[src/rtl/mem_arbiter_if.sv]
// mem_arbiter_if: request, completion and external bus signals of mem_arbiter.
//
// Signal groups:
//   fetch port : if_req, if_addr, flush -> if_rdata, if_done, stall_if_req
//   data port  : mem_req, mem_we, mem_addr, mem_wdata, mem_sel
//                -> mem_rdata, mem_done, stall_mem_req
//   memory bus : bus_req, bus_we, bus_addr, bus_wdata, bus_sel, bus_err <- bus_rdata, bus_ack
//
// Modports:
//   master : the arbiter's view (drives bus and completion signals)
//   slave  : the surrounding pipeline and memory (drive requests and bus responses)

interface mem_arbiter_if #(
    parameter int unsigned DATA_W = 32
) ();
    logic              if_req;
    logic [DATA_W-1:0] if_addr;
    logic [DATA_W-1:0] if_rdata;
    logic              if_done;
    logic              flush;

    logic              mem_req;
    logic              mem_we;
    logic [DATA_W-1:0] mem_addr;
    logic [DATA_W-1:0] mem_wdata;
    logic [3:0]        mem_sel;
    logic [DATA_W-1:0] mem_rdata;
    logic              mem_done;

    logic              bus_req;
    logic              bus_we;
    logic [DATA_W-1:0] bus_addr;
    logic [DATA_W-1:0] bus_wdata;
    logic [3:0]        bus_sel;
    logic [DATA_W-1:0] bus_rdata;
    logic              bus_ack;
    logic              bus_err;

    logic              stall_if_req;
    logic              stall_mem_req;

    modport master (
        input  if_req, if_addr, flush,
        input  mem_req, mem_we, mem_addr, mem_wdata, mem_sel,
        input  bus_rdata, bus_ack,
        output if_rdata, if_done, mem_rdata, mem_done,
        output bus_req, bus_we, bus_addr, bus_wdata, bus_sel, bus_err,
        output stall_if_req, stall_mem_req
    );

    modport slave (
        output if_req, if_addr, flush,
        output mem_req, mem_we, mem_addr, mem_wdata, mem_sel,
        output bus_rdata, bus_ack,
        input  if_rdata, if_done, mem_rdata, mem_done,
        input  bus_req, bus_we, bus_addr, bus_wdata, bus_sel, bus_err,
        input  stall_if_req, stall_mem_req
    );
endinterface

[src/rtl/mem_arbiter.sv]
// mem_arbiter: shares one external memory bus between instruction fetch and the MEM stage.
// Data accesses win over fetches; a fetch in flight is squashed by a branch flush (the bus
// cycle still runs to its ack, but the result is discarded). One IDLE cycle always separates
// back-to-back bus cycles.
//
// Ports:
//   CLK  : system clock, rising edge
//   RST  : asynchronous reset, active low
//   arb  : mem_arbiter_if.master (fetch port, data port, memory bus, stall requests)
//
// Optional feature, macro MEM_ARB_TIMEOUT_EN: bus watchdog. A bus cycle that sees no ack for
// TIMEOUT_CYCLES cycles is abandoned, bus_err pulses and the owner completes with rdata = 0.
// Without the macro the arbiter waits indefinitely and bus_err is tied low.

module mem_arbiter #(
    parameter int unsigned DATA_W         = 32,
    parameter int unsigned TIMEOUT_CYCLES = 255
) (
    input  logic          CLK,
    input  logic          RST,
    mem_arbiter_if.master arb
);

    // Watchdog counter is 16 bits wide.
    if (TIMEOUT_CYCLES < 1 || TIMEOUT_CYCLES > 65535) begin : g_bad_timeout
        $error("mem_arbiter: TIMEOUT_CYCLES must be within 1..65535");
    end

    typedef enum logic [1:0] {StIdle, StIfWait, StMemWait, StIfDrop} state_e;

    state_e            state_q, state_d;
    logic              bus_req_q, bus_req_d;
    logic              bus_we_q, bus_we_d;
    logic [DATA_W-1:0] bus_addr_q, bus_addr_d;
    logic [DATA_W-1:0] bus_wdata_q, bus_wdata_d;
    logic [3:0]        bus_sel_q, bus_sel_d;
    logic [DATA_W-1:0] if_rdata_q, if_rdata_d;
    logic [DATA_W-1:0] mem_rdata_q, mem_rdata_d;
    logic              if_done_q, if_done_d;
    logic              mem_done_q, mem_done_d;

    // A request is still outstanding unless its done pulse is showing this cycle; the requester
    // only drops req after seeing done, so the done cycle must not re-grant it.
    logic if_pending, mem_pending;
    assign if_pending  = arb.if_req & ~if_done_q;
    assign mem_pending = arb.mem_req & ~mem_done_q;

`ifdef MEM_ARB_TIMEOUT_EN
    logic [15:0] wd_cnt_q, wd_cnt_d;
    logic        wd_expire;
    logic        bus_err_q, bus_err_d;

    // Expires in the TIMEOUT_CYCLES-th cycle of bus_req.
    assign wd_expire = (32'(wd_cnt_q) + 32'd1) >= TIMEOUT_CYCLES;

    always_comb begin
        wd_cnt_d = wd_cnt_q;
        if (state_q == StIdle) begin
            wd_cnt_d = '0;
        end else if (bus_req_q) begin
            wd_cnt_d = wd_cnt_q + 16'd1;
        end
    end

    always_ff @(posedge CLK or negedge RST) begin
        if (!RST) begin
            wd_cnt_q  <= '0;
            bus_err_q <= 1'b0;
        end else begin
            wd_cnt_q  <= wd_cnt_d;
            bus_err_q <= bus_err_d;
        end
    end

    assign arb.bus_err = bus_err_q;
`else
    assign arb.bus_err = 1'b0;
`endif

    always_comb begin
        state_d     = state_q;
        bus_req_d   = bus_req_q;
        bus_we_d    = bus_we_q;
        bus_addr_d  = bus_addr_q;
        bus_wdata_d = bus_wdata_q;
        bus_sel_d   = bus_sel_q;
        if_rdata_d  = if_rdata_q;
        mem_rdata_d = mem_rdata_q;
        if_done_d   = 1'b0;
        mem_done_d  = 1'b0;
`ifdef MEM_ARB_TIMEOUT_EN
        bus_err_d   = 1'b0;
`endif
        case (state_q)
            StIdle: begin
                if (mem_pending) begin
                    state_d     = StMemWait;
                    bus_req_d   = 1'b1;
                    bus_we_d    = arb.mem_we;
                    bus_addr_d  = arb.mem_addr;
                    bus_wdata_d = arb.mem_wdata;
                    bus_sel_d   = arb.mem_sel;
                end else if (if_pending && !arb.flush) begin
                    state_d     = StIfWait;
                    bus_req_d   = 1'b1;
                    bus_we_d    = 1'b0;
                    bus_addr_d  = arb.if_addr;
                    bus_wdata_d = '0;
                    bus_sel_d   = 4'hF;
                end
            end
            StIfWait, StMemWait, StIfDrop: begin
                if (arb.bus_ack) begin
                    state_d   = StIdle;
                    bus_req_d = 1'b0;
                    if (state_q == StMemWait) begin
                        mem_done_d = 1'b1;
                        if (!bus_we_q) begin
                            mem_rdata_d = arb.bus_rdata;
                        end
                    end else if (state_q == StIfWait && !arb.flush) begin
                        // A flush arriving with the ack discards the fetched word.
                        if_done_d  = 1'b1;
                        if_rdata_d = arb.bus_rdata;
                    end
                end
`ifdef MEM_ARB_TIMEOUT_EN
                else if (wd_expire) begin
                    state_d   = StIdle;
                    bus_req_d = 1'b0;
                    bus_err_d = 1'b1;
                    if (state_q == StMemWait) begin
                        mem_done_d  = 1'b1;
                        mem_rdata_d = '0;
                    end else if (state_q == StIfWait && !arb.flush) begin
                        if_done_d  = 1'b1;
                        if_rdata_d = '0;
                    end
                end
`endif
                else if (state_q == StIfWait && arb.flush) begin
                    // Bus cycle cannot be cancelled; keep it running and drop the result.
                    state_d = StIfDrop;
                end
            end
            default: state_d = StIdle;
        endcase
    end

    always_ff @(posedge CLK or negedge RST) begin
        if (!RST) begin
            state_q     <= StIdle;
            bus_req_q   <= 1'b0;
            bus_we_q    <= 1'b0;
            bus_addr_q  <= '0;
            bus_wdata_q <= '0;
            bus_sel_q   <= 4'h0;
            if_rdata_q  <= '0;
            mem_rdata_q <= '0;
            if_done_q   <= 1'b0;
            mem_done_q  <= 1'b0;
        end else begin
            state_q     <= state_d;
            bus_req_q   <= bus_req_d;
            bus_we_q    <= bus_we_d;
            bus_addr_q  <= bus_addr_d;
            bus_wdata_q <= bus_wdata_d;
            bus_sel_q   <= bus_sel_d;
            if_rdata_q  <= if_rdata_d;
            mem_rdata_q <= mem_rdata_d;
            if_done_q   <= if_done_d;
            mem_done_q  <= mem_done_d;
        end
    end

    assign arb.bus_req       = bus_req_q;
    assign arb.bus_we        = bus_we_q;
    assign arb.bus_addr      = bus_addr_q;
    assign arb.bus_wdata     = bus_wdata_q;
    assign arb.bus_sel       = bus_sel_q;
    assign arb.if_rdata      = if_rdata_q;
    assign arb.mem_rdata     = mem_rdata_q;
    assign arb.if_done       = if_done_q;
    assign arb.mem_done      = mem_done_q;
    assign arb.stall_if_req  = if_pending;
    assign arb.stall_mem_req = mem_pending;

endmodule

[src/flat_wrapper.sv]
// flat-port wrapper written by rule: the top's interface ports become plain ports
module mem_arbiter_flat 
#(
    parameter int unsigned DATA_W         = 32,
    parameter int unsigned TIMEOUT_CYCLES = 255
)
  (CLK, RST, arb_if_req, arb_if_addr, arb_flush, arb_mem_req, arb_mem_we, arb_mem_addr, arb_mem_wdata, arb_mem_sel, arb_bus_rdata, arb_bus_ack, arb_if_rdata, arb_if_done, arb_mem_rdata, arb_mem_done, arb_bus_req, arb_bus_we, arb_bus_addr, arb_bus_wdata, arb_bus_sel, arb_bus_err, arb_stall_if_req, arb_stall_mem_req);
  mem_arbiter_if #(.DATA_W(DATA_W)) arb_i ();
  input  logic CLK;
  input  logic RST;
  input wire logic [$bits(arb_i.if_req)-1:0] arb_if_req;
  input wire logic [$bits(arb_i.if_addr)-1:0] arb_if_addr;
  input wire logic [$bits(arb_i.flush)-1:0] arb_flush;
  input wire logic [$bits(arb_i.mem_req)-1:0] arb_mem_req;
  input wire logic [$bits(arb_i.mem_we)-1:0] arb_mem_we;
  input wire logic [$bits(arb_i.mem_addr)-1:0] arb_mem_addr;
  input wire logic [$bits(arb_i.mem_wdata)-1:0] arb_mem_wdata;
  input wire logic [$bits(arb_i.mem_sel)-1:0] arb_mem_sel;
  input wire logic [$bits(arb_i.bus_rdata)-1:0] arb_bus_rdata;
  input wire logic [$bits(arb_i.bus_ack)-1:0] arb_bus_ack;
  output wire logic [$bits(arb_i.if_rdata)-1:0] arb_if_rdata;
  output wire logic [$bits(arb_i.if_done)-1:0] arb_if_done;
  output wire logic [$bits(arb_i.mem_rdata)-1:0] arb_mem_rdata;
  output wire logic [$bits(arb_i.mem_done)-1:0] arb_mem_done;
  output wire logic [$bits(arb_i.bus_req)-1:0] arb_bus_req;
  output wire logic [$bits(arb_i.bus_we)-1:0] arb_bus_we;
  output wire logic [$bits(arb_i.bus_addr)-1:0] arb_bus_addr;
  output wire logic [$bits(arb_i.bus_wdata)-1:0] arb_bus_wdata;
  output wire logic [$bits(arb_i.bus_sel)-1:0] arb_bus_sel;
  output wire logic [$bits(arb_i.bus_err)-1:0] arb_bus_err;
  output wire logic [$bits(arb_i.stall_if_req)-1:0] arb_stall_if_req;
  output wire logic [$bits(arb_i.stall_mem_req)-1:0] arb_stall_mem_req;
  assign arb_i.if_req = arb_if_req;
  assign arb_i.if_addr = arb_if_addr;
  assign arb_i.flush = arb_flush;
  assign arb_i.mem_req = arb_mem_req;
  assign arb_i.mem_we = arb_mem_we;
  assign arb_i.mem_addr = arb_mem_addr;
  assign arb_i.mem_wdata = arb_mem_wdata;
  assign arb_i.mem_sel = arb_mem_sel;
  assign arb_i.bus_rdata = arb_bus_rdata;
  assign arb_i.bus_ack = arb_bus_ack;
  assign arb_if_rdata = arb_i.if_rdata;
  assign arb_if_done = arb_i.if_done;
  assign arb_mem_rdata = arb_i.mem_rdata;
  assign arb_mem_done = arb_i.mem_done;
  assign arb_bus_req = arb_i.bus_req;
  assign arb_bus_we = arb_i.bus_we;
  assign arb_bus_addr = arb_i.bus_addr;
  assign arb_bus_wdata = arb_i.bus_wdata;
  assign arb_bus_sel = arb_i.bus_sel;
  assign arb_bus_err = arb_i.bus_err;
  assign arb_stall_if_req = arb_i.stall_if_req;
  assign arb_stall_mem_req = arb_i.stall_mem_req;
  mem_arbiter #(.DATA_W(DATA_W), .TIMEOUT_CYCLES(TIMEOUT_CYCLES)) u_core (.CLK(CLK), .RST(RST), .arb(arb_i));
endmodule
[config.mk]
export PLATFORM = sky130hd
export DESIGN_NAME = mem_arbiter_flat
export DESIGN_NICKNAME = d
export VERILOG_FILES = /design/src/rtl/mem_arbiter_if.sv /design/src/rtl/mem_arbiter.sv /design/src/flat_wrapper.sv
export SDC_FILE = /design/constraint.sdc
export NUM_CORES = 1
export LEC_CHECK = 0
export ABC_AREA = 1
export CAP_MARGIN = 5
export CORE_MARGIN = 1
export CORE_UTILIZATION = 41
export CTS_CLUSTER_DIAMETER = 80
export CTS_CLUSTER_SIZE = 40
export DETAILED_ROUTE_END_ITERATION = 8
export GPL_TIMING_DRIVEN = 0
export PLACE_DENSITY = 0.89
export SLEW_MARGIN = 20
export SYNTH_ARGS = -nofsm -noshare
export SYNTH_HDL_FRONTEND = slang
export SYNTH_SLANG_ARGS = --single-unit
export TNS_END_PERCENT = 5
[constraint.sdc]
create_clock -name CLK -period 1.8 [get_ports CLK]
set_clock_uncertainty 0.05 [all_clocks]
set_input_delay 0.36 -clock CLK [delete_from_list [all_inputs] [get_ports CLK]]
set_output_delay 0.36 -clock CLK [all_outputs]
set_load 0.05 [all_outputs]
==> results of run 1 <==
==> layer usage <==
metal	GRT usage [%]	share of wire, %	vias to the layer above
li1	-	-	2708
met1	26.1	37	2643
met2	44.2	51	226
met3	11.1	10	26
met4	7.72	1.4	0
met5	0	0	-
==> synthesized netlist by cell type, drive strengths merged <==
library cell / number / area share (%)
inv: 40 / 2.6
nor2: 18 / 1.3
nand3: 39 / 3.4
buf: 32 / 3.9
o21bai: 1 / 0.13
conb: 1 / 0.064
nand2: 339 / 22
o21ai: 65 / 6.6
dfrtp: 138 / 59
clkbuf: 6 / 0.39
==> final cells by class <==
type | count | area (µm²) | share of cell area (%)
Timing Repair Buffer | 287 | 2730 | 29.1
Clock buffer | 20 | 447 | 4.76
Inverter | 40 | 150 | 1.60
Buffer | 37 | 268 | 2.85
Tap cell | 180 | 225 | 2.40
Clock inverter | 11 | 123 | 1.31
Multi-Input combinational cell | 463 | 1990 | 21.2
Sequential cell | 138 | 3450 | 36.8
==> repair_timing <==
action                                 in CTS  in global routing
hold buffers                                1                  0
endpoints found under the hold margin      64                  0
cloned                                      0                  1
setup buffers                               0                  8
gates resized for setup                   152                 14
setup endpoints to repair                 138                 17
pin swaps                                   0                  1
==> cell usage in the layout, fill, tap and decap left out, types with 3 or more instances in the layout <==
cell type        count
clkinv_2             3
o21ai_2             16
clkbuf_1             8
nand2_1            326
nor2_2               3
inv_1               40
buf_6                9
clkbuf_16           18
nand3_1             38
o21ai_0             19
clkdlybuf4s50_1    136
clkdlybuf4s15_1      3
buf_4               10
clkinvlp_4           4
nor2_1              14
nand2_2             12
o21ai_1             30
buf_2               16
dlygate4sd2_1      131
dfrtp_1            137
==> stage by stage <==
stage	power, mW	cells
6_report	19.3	1176
5_1_grt	20.3	1176
4_1_cts	19.3	1167
3_5_place_dp	16.9	1136
3_3_place_gp	16.6	1135
2_1_floorplan	12.7	679
==> critical path, delay by kind of cell, from the launching register on <==
kind,cells,cell delay (ns)
DFF,1,0.44
buffers and inverters,2,0.29
and+or+nand+nor,1,0.20
==> worst max path at each step <==
stage,from,cells after the start,to
2_1_floorplan,u_core.arb.if_done,6,u_core.arb.bus_addr[10]
3_3_place_gp,RST,1,u_core.arb.bus_wdata[18]
3_5_place_dp,arb_mem_req,6,arb_stall_mem_req
4_1_cts,u_core.arb.mem_done,3,arb_stall_mem_req
5_1_grt,u_core.arb.mem_done,3,arb_stall_mem_req
6_report,u_core.arb.mem_done,3,arb_stall_mem_req
==> logic make-up after synthesis <==
family	count (synthesis)	share of synthesized area [%]
DFF	138	59.2
and+or+nand+nor	396	27.2
AOI/OAI and AO/OA	66	6.73
other	1	0.0642
buffers and inverters	78	6.90
==> registers in the layout, summed over array words and instances, names as in the netlist <==
register,count
u_core.arb.mem_rdata,32
u_core.arb.if_done,1
u_core.arb.bus_req,1
u_core.arb.mem_done,1
u_core.arb.bus_sel,4
u_core.arb.bus_wdata,32
u_core.arb.if_rdata,32
u_core.arb.bus_we,1
u_core.state_q,2
u_core.arb.bus_addr,32
==> power groups by stage <==
stage / Clock (mW) / Sequential (mW) / Combinational [mW]
finish: 3.36 / 5.35 / 10.6
global route: 3.57 / 5.51 / 11.2
CTS: 3.42 / 5.34 / 10.6
detailed placement: 0 / 5.40 / 11.5
global placement: 0 / 5.34 / 11.3
floorplan: 0 / 10.3 / 2.45
==> flow_summary.ini, run 1 <==
[run_status]
status = complete, no violations

[floorplan]
die_width_um = 121
row_count = 43
dieArea_mm2 = 0.0147
dieHeight_um = 121
core_mm2 = 0.0139
initial_core_util_pct = 42.1
io_pins = 278

[global_route]
grt_pass1_wl_um = 27700
grt-ovfl-total = 0
antenna_found_initial = 0
grt_pass1_vias = 5646
track_usage_pct = 24.9
grt_max_degree = 75

[final_layout]
area_growth_syn_to_layout_pct = 60.8
drive_gt1_share_pct = 10.9
nets = 1123
design_area_mm2 = 0.00939
nFillCells = 1122
diodes = 0
fin_util_pct = 67.6

[drt]
dr.pass1.iters = 5
drc = 0
drt-initial-drc-count = 187
drt-total-wl_um = 18200
routed_via_density = 4.76
vias = 5603
ant_nets = 0
wl_per_cell_um = 15.5

[cts]
numCtsBuffers = 17
clkSinkCount = 138
clk_pin_slew_ns = 0.06
cts.path.max_buffers = 2
htree_levels = 4
clock_latency_ns = 0.41
cts_tree = done
root_buffer = clkbuf_16

[placement]
placed_cell_area_mm2 = 0.00886
portBuffers = 276
place_hpwl_um = 13400
gp_congestion = 0.813
dp_slack_ns = -1.18

[sta]
slew_headroom_pct = 63.2
whs_ns = 0.414
setup-violations-final = 0
max_freq_mhz = 570
tns_ns = 0
worst_pin_slew_ns = 0.552
hold_viol = 0
setup_ws_ns = 0.0449
final-max-slew-violation-count = 0
fin_crit_ns = 1.76
fin_crit_sh_pct = 97.5

[power_and_ir_drop]
p_int_mw = 9.40
vdd_ir_drop_max_uv = 1380
seq_power_share_pct = 27.7
power.switching_mw = 9.90
clkPwrFrac_pct = 17.4
power_frac_comb_pct = 54.8
sw_frac_of_total_pct = 51.3
power_density_mw_per_mm2 = 2060
p_leak_nw = 5.05

[hold_path]
holdPathEnd = u_core.arb.bus_wdata[30]
holdCritStartpoint = u_core.arb.bus_wdata[30]
min_path_cells = 2
hold_class = reg -> reg

[setup_path]
cp_common_cell = buf_12
cp_slowest_stage_delay_ns = 0.44
cp.required_ns = 1.39
reg2regPathDepth = 7
critPathMaxFanout = 6
cp_cell_sequence = nor2_4 -> buf_12 -> buf_12
crit_path_end_kind = output port
reg2reg_from = u_core.arb.mem_done
cp_slowest_cell = dfrtp_2
r2r_end = u_core.arb.bus_addr[25]
reg2reg_slack_ns = 0.13
critPathKind = reg -> out
start_kind = flip-flop
cp.arrival_ns = 1.35

[synth]
syn_area_per_cell_um2 = 8.60
yosysWarnings = 0
synth.distinct_cells = 20
syn_nets = 818
ys_seq_area_share_pct = 59.2
yosys_register_bits = 138
netlist_area_mm2 = 0.00584
synth_cells = 679

[flow_run]
maxCapViolCount = 0
Power figures use the tool's default switching activity.
==> inputs of run 2 (changes only) <==
- CORE_ASPECT_RATIO: not set -> 1.75
==> run 2 against run 1 <==
Power decreased by 0.24%. Hold slack improved by 0.0020 ns. Register-to-register slack improved by 0.11 ns. Cell area decreased by 0.33%. Largest power group unchanged. Wire length increased by 1.7%. Die area increased by 0.12%. Sequential share of layout area increased by 0.11 points. Global-route usage increased by 0.87 points. Via count increased by 1.3%.
==> flow_summary.ini, run 2 (synthesis gave the netlist of run 1 again) <==
[run_status]
status = complete, no violations

[floorplan]
initial_core_util_pct = 42.0
io_pins = 278
die_width_um = 92.2
dieHeight_um = 160
core_mm2 = 0.0139
row_count = 57
dieArea_mm2 = 0.0147

[final_layout]
final_common_cell = nand2_1
area_growth_syn_to_layout_pct = 60.2
drive_gt1_share_pct = 10.6
nets = 1120
fin_util_pct = 67.3
design_area_mm2 = 0.00936
layout_common_cells = 326 x nand2_1, 138 x dfrtp_1, 136 x clkdlybuf4s50_1, 134 x dlygate4sd2_1, 40 x inv_1
nFillCells = 1151

[cts]
cts_tree = done
cts.path.max_buffers = 2
htree_levels = 4
root_buffer = clkbuf_16
clk_pin_slew_ns = 0.06
clkSinkCount = 138
numCtsBuffers = 17
clock_latency_ns = 0.40

[global_route]
grt_max_degree = 73
grt_pass1_vias = 5892
track_usage_pct = 25.7
antenna_found_initial = 1
grt_pass1_wl_um = 29200
grt-ovfl-total = 0

[placement]
portBuffers = 276
gp_congestion = 0.859
place_hpwl_um = 13800
placed_cell_area_mm2 = 0.00886

[setup_path]
start_kind = flip-flop
cp_slowest_stage_delay_ns = 0.55
cp.required_ns = 1.39
cp_slowest_cell = dlygate4sd2_1
critPathKind = reg -> out
critPathMaxFanout = 2
crit_end = arb_bus_wdata[1]
r2r_end = u_core.arb.mem_rdata[21]
path_buf_inv = 1
reg2reg_slack_ns = 0.24
reg2regPathDepth = 6
reg2reg_from = u_core.state_q[1]
cp.depth = 1
crit_start = u_core.arb.bus_wdata[1]
cp_cell_sequence = dlygate4sd2_1
crit_path_end_kind = output port
cp.arrival_ns = 1.36
crit_family = buffers and inverters

[sta]
setup-violations-final = 0
slew_headroom_pct = 62.2
whs_ns = 0.416
fin_crit_sh_pct = 98.2
grt_setup_unrepaired = true
hold_viol = 0
worst_pin_slew_ns = 0.570
max_freq_mhz = 566
fin_crit_ns = 1.77
final-max-slew-violation-count = 0

[drt]
vias = 5678
drc = 0
dr.pass1.iters = 5
drt-initial-drc-count = 274
ant_nets = 0
drt-total-wl_um = 18500
wl_per_cell_um = 15.8
routed_via_density = 4.84

[power_and_ir_drop]
p_leak_nw = 5.04
power_density_mw_per_mm2 = 2060
vdd_ir_drop_max_uv = 1130
power_mw = 19.2

[hold_path]
hold_class = reg -> reg

[flow_run]
maxCapViolCount = 0
-- run 2: cell count changes in the layout (fill, tap and decap cells not counted), sizes merged --
cell / change
diode: +1
clkinv: +2
clkinvlp: -1
inv: +3
buf: -1
clkbuf: -5
dlygate4sd2: +3
clkdlybuf4s15: -2
bufinv: -1
-- run 2: how the worst min path moves through the flow --
stage                          endpoint                      from  slack (ns)  cells past startpoint
2_1_floorplan    u_core.arb.bus_addr[0]                       RST        0.01                      0
3_3_place_gp   u_core.arb.bus_wdata[24]  u_core.arb.bus_wdata[24]        0.40                      2
3_5_place_dp    u_core.arb.mem_rdata[3]                       RST        0.31                      1
4_1_cts         u_core.arb.bus_wdata[6]   u_core.arb.bus_wdata[6]        0.42                      2
5_1_grt        u_core.arb.bus_wdata[27]  u_core.arb.bus_wdata[27]        0.44                      2
6_report       u_core.arb.bus_wdata[16]  u_core.arb.bus_wdata[16]        0.42                      2
-- run 2: tightest hold or removal path, delay by kind of cell, from the launching register on --
kind,cells,cell delay [ns]
AND/OR/NAND/NOR,2,0.10
flip-flops,1,0.34
-- run 2: metrics by stage --
stage / TNS, ns / setup WS [ns] / cells
final: 0 / 0.0326 / 1172
after global routing: -0.00664 / -0.00664 / 1172
after CTS: -0.0712 / -0.0712 / 1165
after detailed placement: -16.87 / -1.13 / 1133
after global placement: -708.34 / -5.05 / 1132
after floorplan: 0 / 0.0273 / 679
-- run 2: where the power goes --
group / total, mW / internal (mW) / switching [mW]
logic: 10.6 / 2.76 / 7.84
registers: 5.31 / 4.55 / 0.767
clock network: 3.34 / 1.93 / 1.41
-- run 2: layout make-up --
| class | count | area [µm²] | area share (%) |
|---|---|---|---|
| diodes | 1 | 2.50 | 0.0267 |
| plain buffers | 37 | 263 | 2.81 |
| clock buffers | 18 | 429 | 4.59 |
| clock inverters | 14 | 139 | 1.48 |
| inverters | 40 | 150 | 1.60 |
| multi-input cells | 463 | 1990 | 21.3 |
| flip-flops and latches | 138 | 3450 | 36.9 |
| well taps | 177 | 221 | 2.37 |
| repair buffers | 284 | 2710 | 28.9 |
-- run 2: what timing repair did --
| item | in CTS | in global routing |
|---|---|---|
| hold buffers | 1 | 0 |
| cloned | 0 | 1 |
| endpoints found under the setup margin | 138 | 3 |
| gates resized for setup | 153 | 5 |
| buffers inserted | 0 | 5 |
| pin swaps | 0 | 1 |
| endpoints found under the hold margin | 71 | 0 |
-- run 2: routing by layer --
layer  GRT usage, %  wire length, µm  vias up
met5              0                0        -
met4           17.7             1160        0
met3           6.19             1030       80
met2           45.3             9780      246
met1           26.5             6520     2647
li1               -                -     2705
==> inputs of run 3 (changes only) <==
- SLEW_MARGIN: 20 -> 40
- TNS_END_PERCENT: 5 -> not set
==> run 3 against run 2 <==
Die area unchanged. Critical path depth unchanged. Sequential share of layout area about the same. Power about the same. Via count unchanged. Register-to-register slack about the same. Hold slack unchanged. Final cell count unchanged. Flip-flop and latch count unchanged. First-iteration DRC count unchanged. Core utilization about the same. Critical path type unchanged.
==> flow_summary.ini, run 3 (synthesis gave the netlist of run 1 again) <==
[floorplan]
dieHeight_um = 160
core_mm2 = 0.0139
initial_core_util_pct = 42.0
io_pins = 278
die_width_um = 92.2
row_count = 57
dieArea_mm2 = 0.0147

[cts]
htree_levels = 4
cts.path.max_buffers = 2
root_buffer = clkbuf_16
clkSinkCount = 138
clock_latency_ns = 0.40
clk_pin_slew_ns = 0.06
numCtsBuffers = 17
cts_tree = done

[flow_run]
maxCapViolCount = 0

[drt]
drc = 0
vias = 5678
ant_nets = 0
wl_per_cell_um = 15.8
routed_via_density = 4.84
drt-initial-drc-count = 274
drt-total-wl_um = 18500
dr.pass1.iters = 5

[setup_path]
cp.required_ns = 1.39
start_kind = flip-flop
cp_slowest_cell = dlygate4sd2_1
critPathKind = reg -> out
cp_slowest_stage_delay_ns = 0.55
cp.arrival_ns = 1.36
cp_cell_sequence = dlygate4sd2_1
crit_path_end_kind = output port
critPathMaxFanout = 2
path_buf_inv = 1
crit_family = buffers and inverters

[power_and_ir_drop]
power_mw = 19.2
power_density_mw_per_mm2 = 2060
vdd_ir_drop_max_uv = 1130
p_leak_nw = 5.04

[placement]
place_hpwl_um = 13800
portBuffers = 276
gp_congestion = 0.859

[sta]
grt_setup_unrepaired = false
fin_crit_ns = 1.77
slew_headroom_pct = 62.2
worst_pin_slew_ns = 0.570
tns_ns = 0
setup-violations-final = 0
final-max-slew-violation-count = 0
fin_crit_sh_pct = 98.2
hold_viol = 0
max_freq_mhz = 566

[final_layout]
layout_common_cells = 326 x nand2_1, 138 x dfrtp_1, 136 x clkdlybuf4s50_1, 134 x dlygate4sd2_1, 40 x inv_1
final_common_cell = nand2_1
nets = 1120
area_growth_syn_to_layout_pct = 60.2
drive_gt1_share_pct = 10.7
nFillCells = 1152

[global_route]
antenna_found_initial = 1
grt_pass1_wl_um = 29200
grt_pass1_vias = 5892
track_usage_pct = 25.7
grt_max_degree = 73
grt-ovfl-total = 0

[run_status]
status = complete, no violations

[hold_path]
hold_class = reg -> reg
[run 3: what timing repair did]
action	4_1_cts	5_1_grt
setup endpoints to repair	138	3
hold buffers	1	0
pin swaps	0	1
gates resized for setup	153	6
buffers inserted	0	5
gates cloned	0	1
endpoints found under the hold margin	71	0
[run 3: path summary, 6_finish.rpt]
check | startpoint | endpoint | slack [ns] | depth (start not counted)
max in group asynchronous | RST | u_core.arb.bus_addr[5] | 0.53 | 3
worst min-delay path | u_core.arb.bus_wdata[16] | u_core.arb.bus_wdata[16] | 0.42 | 2
worst max-delay path | u_core.arb.bus_wdata[1] | arb_bus_wdata[1] | 0.03 | 1
worst min register to register | u_core.arb.bus_wdata[16] | u_core.arb.bus_wdata[16] | 0.42 | 2
worst max register to register | u_core.state_q[1] | u_core.arb.mem_rdata[21] | 0.24 | 6
min in group asynchronous | RST | u_core.arb.mem_rdata[9] | 0.45 | 2
[run 3: report_power, final]
group	switching, mW	leakage (nW)	total (mW)	internal (mW)
Sequential	0.767	1.73	5.31	4.55
Combinational	7.84	3.04	10.6	2.75
Clock	1.41	0.269	3.34	1.93
[run 3: layer usage]
layer / up-vias / global-route usage [%] / share of wire (%)
li1: 2705 / - / -
met1: 2647 / 26.5 / 35
met2: 246 / 45.3 / 53
met3: 80 / 6.19 / 5.6
met4: 0 / 17.7 / 6.3
met5: - / 0 / 0
[run 3: area by class of cell]
type                            instances  area, µm²  area share, %
Antenna cell                            1       2.50         0.0268
Clock buffer                           18        429           4.59
Timing Repair Buffer                  284       2700           28.9
Sequential cell                       138       3450           36.9
Buffer                                 37        263           2.81
Multi-Input combinational cell        463       1990           21.3
Tap cell                              177        221           2.37
Inverter                               40        150           1.61
Clock inverter                         14        139           1.49
[run 3: metrics by stage]
step | instances | instance area, µm² | hold WS [ns] | setup WS [ns] | utilization, %
4_1_cts | 1165 | 9280 | 0.417 | -0.0712 | 66.7
3_5_place_dp | 1133 | 8860 | 0.308 | -1.13 | 63.7
6_report | 1172 | 9350 | 0.416 | 0.0326 | 67.2
3_3_place_gp | 1132 | 8820 | 0.403 | -5.05 | 63.5
5_1_grt | 1172 | 9350 | 0.436 | 0.00694 | 67.2
2_1_floorplan | 679 | 5840 | 0.0144 | 0.0273 | -
